<file path="config.mk">
export PLATFORM = sky130hd
export DESIGN_NAME = frame_buffer_ctrl
export DESIGN_NICKNAME = d
export VERILOG_FILES = /design/src/rtl/frame_buffer_ctrl.sv
export SDC_FILE = /design/constraint.sdc
export NUM_CORES = 1
export LEC_CHECK = 0
export CAP_MARGIN = 20
export CORE_MARGIN = 2
export CORE_UTILIZATION = 47
export DETAILED_ROUTE_END_ITERATION = 8
export MAX_ROUTING_LAYER = met4
export PLACE_DENSITY = 0.86
export SKIP_CTS_REPAIR_TIMING = 1
export SLEW_MARGIN = 20
export SYNTH_ARGS = -nofsm -noshare
export SYNTH_HDL_FRONTEND = slang
export SYNTH_SLANG_ARGS = --single-unit
</file>
<file path="constraint.sdc">
create_clock -name clk -period 2.8 [get_ports clk]
set_input_delay 0.42 -clock clk [delete_from_list [all_inputs] [get_ports clk]]
set_output_delay 0.42 -clock clk [all_outputs]
set_load 0.05 [all_outputs]
</file>
<file path="src/rtl/frame_buffer_ctrl.sv">
// frame_buffer_ctrl: captures one camera frame into an external single-port
// frame buffer, then reads it back and streams each 30-bit pixel as three
// 8-bit colour bytes (top 8 bits of R, G, B) on a valid/ready interface.
//
// Ports:
//   clk, reset          clock, synchronous active-high reset
//   arm                 one-cycle request to capture the next frame
//   start_frame         sensor start-of-frame, coincident with first pixel
//   pixel_valid/in      sensor pixel stream {R[29:20], G[19:10], B[9:0]}
//   mem_we/re/addr/...  frame buffer port; mem_rdata valid 1 cycle after mem_re
//   out_data/valid/ready colour byte stream
//   busy                high whenever not idle
//   frame_done          one-cycle pulse after the last byte is accepted
//   restart_err         sticky, set on start_frame mid-capture, cleared by arm
module frame_buffer_ctrl #(
    parameter int unsigned HEIGHT = 240,
    parameter int unsigned WIDTH  = 320,
    parameter int unsigned ADDR_W = $clog2(HEIGHT * WIDTH)
) (
    input  logic              clk,
    input  logic              reset,
    input  logic              arm,
    input  logic              start_frame,
    input  logic              pixel_valid,
    input  logic [29:0]       pixel_in,
    output logic              mem_we,
    output logic              mem_re,
    output logic [ADDR_W-1:0] mem_addr,
    output logic [29:0]       mem_wdata,
    input  logic [29:0]       mem_rdata,
    output logic [7:0]        out_data,
    output logic              out_valid,
    input  logic              out_ready,
    output logic              busy,
    output logic              frame_done,
    output logic              restart_err
);

    localparam int unsigned       N    = HEIGHT * WIDTH;
    localparam logic [ADDR_W-1:0] LAST = ADDR_W'(N - 1);

    typedef enum logic [2:0] {
        IDLE, WAIT_SOF, CAPTURE, RD_ISSUE, RD_LATCH, SEND
    } state_t;

    state_t            state, state_n;
    logic [ADDR_W-1:0] wr_cnt, wr_cnt_n;
    logic [ADDR_W-1:0] rd_cnt, rd_cnt_n;
    logic [1:0]        byte_idx, byte_idx_n;
    logic [29:0]       pix, pix_n;
    logic              restart_err_n;
    logic              frame_done_n;
    logic              we_c;
    logic [ADDR_W-1:0] waddr_c;

    // Top 8 bits of the selected colour channel.
    function automatic logic [7:0] pick(input logic [29:0] p, input logic [1:0] idx);
        case (idx)
            2'd0:    return p[29:22];
            2'd1:    return p[19:12];
            default: return p[9:2];
        endcase
    endfunction

    // Next-state, counters and the combinational capture write port.
    always_comb begin
        state_n       = state;
        wr_cnt_n      = wr_cnt;
        rd_cnt_n      = rd_cnt;
        byte_idx_n    = byte_idx;
        pix_n         = pix;
        restart_err_n = restart_err;
        frame_done_n  = 1'b0;
        we_c          = 1'b0;
        waddr_c       = '0;

        case (state)
            IDLE: begin
                if (arm) begin
                    state_n       = WAIT_SOF;
                    restart_err_n = 1'b0;
                end
            end
            WAIT_SOF: begin
                if (start_frame && pixel_valid) begin
                    we_c = 1'b1;
                end
            end
            CAPTURE: begin
                if (pixel_valid) begin
                    we_c = 1'b1;
                    if (start_frame) begin
                        restart_err_n = 1'b1;
                    end else begin
                        waddr_c = wr_cnt;
                    end
                end
            end
            RD_ISSUE: state_n = RD_LATCH;
            RD_LATCH: begin
                pix_n      = mem_rdata;
                byte_idx_n = 2'd0;
                state_n    = SEND;
            end
            SEND: begin
                if (out_ready) begin
                    if (byte_idx != 2'd2) begin
                        byte_idx_n = byte_idx + 2'd1;
                    end else if (rd_cnt != LAST) begin
                        rd_cnt_n = rd_cnt + ADDR_W'(1);
                        state_n  = RD_ISSUE;
                    end else begin
                        frame_done_n = 1'b1;
                        state_n      = IDLE;
                    end
                end
            end
            default: state_n = IDLE;
        endcase

        // Any write advances the capture; the write to the last address hands over to readout.
        if (we_c) begin
            if (waddr_c == LAST) begin
                state_n  = RD_ISSUE;
                rd_cnt_n = '0;
                wr_cnt_n = '0;
            end else begin
                state_n  = CAPTURE;
                wr_cnt_n = waddr_c + ADDR_W'(1);
            end
        end
    end

    // rd_cnt is stable for the whole read cycle, so it can drive the address directly.
    assign mem_we    = we_c;
    assign mem_addr  = we_c ? waddr_c : rd_cnt;
    assign mem_wdata = we_c ? pixel_in : '0;

    // State, counters and registered outputs decoded from the next state.
    always_ff @(posedge clk) begin
        if (reset) begin
            state       <= IDLE;
            wr_cnt      <= '0;
            rd_cnt      <= '0;
            byte_idx    <= '0;
            pix         <= '0;
            mem_re      <= 1'b0;
            out_valid   <= 1'b0;
            out_data    <= '0;
            busy        <= 1'b0;
            frame_done  <= 1'b0;
            restart_err <= 1'b0;
        end else begin
            state       <= state_n;
            wr_cnt      <= wr_cnt_n;
            rd_cnt      <= rd_cnt_n;
            byte_idx    <= byte_idx_n;
            pix         <= pix_n;
            mem_re      <= (state_n == RD_ISSUE);
            out_valid   <= (state_n == SEND);
            out_data    <= pick(pix_n, byte_idx_n);
            busy        <= (state_n != IDLE);
            frame_done  <= frame_done_n;
            restart_err <= restart_err_n;
        end
    end

endmodule

</file>
==> impl_summary.txt <==
----------------------------------------------------
[Outcome]
  Result of the run ... complete, no violations

[Clocking]
  TritonCTS clock tree ... yes
  Clock transition time at the flip-flop clock pins of the worst setup and hold paths ... roughly 90 ps
  Number of H-tree levels ... 3
  CTS buffer count ... 9
  Max clock buf depth ... 2
  Root buffer selected by CTS ... sky130_fd_sc_hd__clkbuf_8
  Count of clock tree sinks ... 76
  Insertion delay of the later-clocked pin in the worst-skew pair ... roughly 360 ps

[Power]
  Clock power frac ... 36.8%
  Internal power consumption ... 1570 µW
  Highest ir drop seen on vdd ... 282 µV
  Psw ... between 600 and 700 µW
  Power density over the cells ... between 300 and 400 nW/µm²
  Static leakage power ... 0.00220 µW
  Sequential Power Share ... about 50%
  Part of the power in combinational logic ... 13.5%
  Switching part of the total power ... between 20% and 30%

[STA]
  Unrepaired setup endpoints after global routing ... false
  Number of failing setup endpoints in the final timing report ... 0
  Number of slew-limit violations in the final report ... 0
  Minimum clock period ... 2660 ps
  Fraction of the cycle the final worst path needs ... about 95%
  Highest achievable clock rate ... about 0.38 GHz
  Worst slew slack as a fraction of its limit ... 37.6%
  Fin. Hold Viols ... 0
  Fin Clk Skew ... slightly above 10 ps
  Worst-Margin Slew ... roughly 940 ps
  Setup ws final ... around 140 ps
  Setup total negative slack ... 0 ps

[Run]
  # Max-Cap Violations ... 0

[Final layout]
  Count of nets after finishing ... slightly below 700
  Number of antenna diodes ... 0
  Fraction of final layout cells sized beyond drive strength 1 ... between 10% and 20%
  Syn-to-layout area delta ... 42.0%
  Core utilization of the finished layout ... about 69%
  Total of fill cells in the finished design ... 640
  Commonest non-fill, non-tap cells in the layout ... 76 x sky130_fd_sc_hd__dfxtp_1, 71 x sky130_fd_sc_hd__clkdlybuf4s50_1, 60 x sky130_fd_sc_hd__nand2_1
  Most common cell after layout, fill and taps aside ... sky130_fd_sc_hd__dfxtp_1

[Logic synthesis]
  Number of nets in the synthesized netlist ... about 560
  Number of warnings printed during yosys synthesis ... 0
  Top FF cell, synth ... sky130_fd_sc_hd__dfxtp_1
  Number of synthesized flops with an enable pin ... 0
  Post-Synthesis Cells ... a little under 500
  Synth cell types ... 65
  Combined area of all synthesized cells ... approximately 4000 µm²
  Proportion of register bits with asynchronous set or reset after synthesis ... 0%
  Average size of a mapped cell ... 8.15 µm²
  Register area share after synthesis ... between 30% and 40%
  Synthesis-stage register bit count ... 76

[Die]
  Initial standard-cell utilization of the core ... roughly 49%
  Die height ... between 90 and 100 µm
  Placeable Area ... roughly 8200 µm²
  Std-Cell Rows ... 33
  Die Outline Area ... between 9000 and 10,000 µm²
  Die width ... around 96 µm
  Count of boundary I/O pins ... between 100 and 150

[Drt]
  Iter 0 DRT Violations ... approximately 290
  Total DRC errors in the routed layout ... 0
  Vias after detailed routing ... 4,104
  Mean number of vias per cell ... roughly 5.7
  Wirelength per Cell ... 15.3 µm
  Total iterations of the first detailed-routing run ... 5
  Antenna Violating Nets Remaining ... 0
  Final WL ... 11,000 µm

[Global route]
  Global-route usage over all layers ... 25.4%
  Pin count of the biggest net entering global routing ... 42
  Global route overflow ... 0
  First-pass GRT wire length ... around 18,000 µm
  Initial antenna violation count ... 0
  Vias in the first global route ... a little under 4,000

[Critical path]
  Crit end category ... output port
  Worst R2R Start ... state[1]$_SDFF_PP0_
  Required time worst endpoint ... approximately 2400 ps
  Highest fanout seen on the critical path ... 24
  Reg-to-reg critical path endpoint ... wr_cnt[1]$_SDFFE_PP0P_
  Kind of critical path ... register to output port
  Register-to-register path setup slack ... between 300 and 400 ps
  Number of cells on the worst reg-to-reg path ... 10
  CP Data Arrival Time ... 2240 ps
  Startpoint kind of the worst setup timing path ... register

[Min path]
  Cell count of the worst hold path ... 2
  Worst Hold Path EP ... pix[28]$_SDFF_PP0_
  Worst min-delay path class ... register to register
  Startpoint of the worst hold path ... pix[28]$_SDFF_PP0_

[Placement]
  Weighted congestion at the end of routability-driven global placement ... around 0.9
  Input/output buffers ... between 100 and 150
  Final HPWL from detailed placement ... between 8000 and 9000 µm
  Pre-CTS setup slack ... 19.7 ps

----------------------------------------------------
[power by group through the flow]
stage               Clock, µW  Combinational (µW)  Sequential (µW)
CTS                       817                 298             1100
global route              859                 317             1100
global placement            0                 292             1120
floorplan                   0                 139             1130
finish                    810                 298             1100
detailed placement          0                 297             1120
[sequential cells by signal (all words and copies together) (netlist names)]
register     cells
state            3
wr_cnt          17
restart_err      1
frame_done       1
byte_idx         2
out_data         8
busy             1
pix             24
mem_re           1
out_valid        1
rd_cnt          17
[cell type report]
class	count	area [µm²]	share of cell area [%]
Timing Repair Buffer	144	1510	26.6
Clock buffer	9	124	2.19
Sequential cell	76	1520	26.9
Tap cell	105	131	2.32
Clock inverter	7	57.6	1.02
Inverter	10	37.5	0.663
Multi-Input combinational cell	371	2280	40.3
[kinds of logic after synthesis]
family / after synthesis / synth area share (%)
and+or+nand+nor: 244 / 34.4
AOI/OAI and AO/OA: 101 / 16.2
DFF: 76 / 38.2
buffers and inverters: 42 / 4.74
xor gates and xnor gates: 13 / 2.86
muxes: 9 / 2.39
adders and majority gates: 4 / 1.26
[per-stage QoR]
| step | std cells | hold slack [ps] | cell area, µm² | power, µW |
|---|---|---|---|---|
| after floorplan | 489 | 431 | 3990 | 1270 |
| after global placement | 706 | 437 | 5480 | 1410 |
| after detailed placement | 706 | 442 | 5480 | 1420 |
| after CTS | 722 | 455 | 5660 | 2210 |
| after global routing | 722 | 470 | 5660 | 2270 |
| final | 722 | 454 | 5660 | 2200 |
[worst max path at each step]
stage,startpoint,endpoint
floorplan,state[1]$_SDFF_PP0_,mem_addr[7]
global placement,pixel_valid,wr_cnt[1]$_SDFFE_PP0P_
detailed placement,start_frame,wr_cnt[3]$_SDFFE_PP0P_
CTS,state[1]$_SDFF_PP0_,mem_wdata[20]
global route,state[1]$_SDFF_PP0_,mem_wdata[11]
finish,state[1]$_SDFF_PP0_,mem_wdata[20]
[layer usage]
layer / wire length (µm) / global-route usage, % / vias up
met2: 5390 / 40.4 / 171
met3: 707 / 4.46 / 17
met4: 180 / 9.29 / 0
met5: 0 / - / -
li1: - / - / 1972
met1: 4760 / 32.5 / 1944
[critical path, stage by stage (launching register included)]
cell                       delay, ps
sky130_fd_sc_hd__dfxtp_1         620
sky130_fd_sc_hd__and3b_1         270
sky130_fd_sc_hd__o21bai_2        260
sky130_fd_sc_hd__inv_2           180
sky130_fd_sc_hd__buf_12          190
sky130_fd_sc_hd__and2_1          170
sky130_fd_sc_hd__buf_4           190
[cells in the mapped netlist (all sizes together) (2+ instances only)]
library cell / instances / share of area, %
dfxtp: 76 / 38
nand2: 60 / 5.6
nor2: 44 / 4.2
a21oi: 41 / 5.1
and2: 36 / 5.6
o21ai: 20 / 2.6
buf: 16 / 2.3
clkbuf: 16 / 1.5
nand4: 15 / 2.4
nand3: 13 / 1.6
nor3: 13 / 1.9
nand2b: 12 / 1.9
or3: 11 / 1.7
inv: 10 / 0.94
and3: 9 / 1.4
xor2: 8 / 1.8
a22o: 7 / 1.5
a32o: 6 / 1.5
nor4: 6 / 1.5
a31oi: 5 / 0.78
mux2i: 5 / 1.3
xnor2: 5 / 1.1
a21o: 4 / 0.75
ha: 4 / 1.3
mux2: 4 / 1.1
nor2b: 4 / 0.63
nand4b: 3 / 0.97
nor3b: 3 / 0.69
nor4b: 3 / 1.0
a211o: 2 / 0.44
a211oi: 2 / 0.38
and3b: 2 / 0.44
and4: 2 / 0.44
nand3b: 2 / 0.38
o2111ai: 2 / 0.44
o211ai: 2 / 0.38
or4: 2 / 0.47
Power figures use the tool's default switching activity.
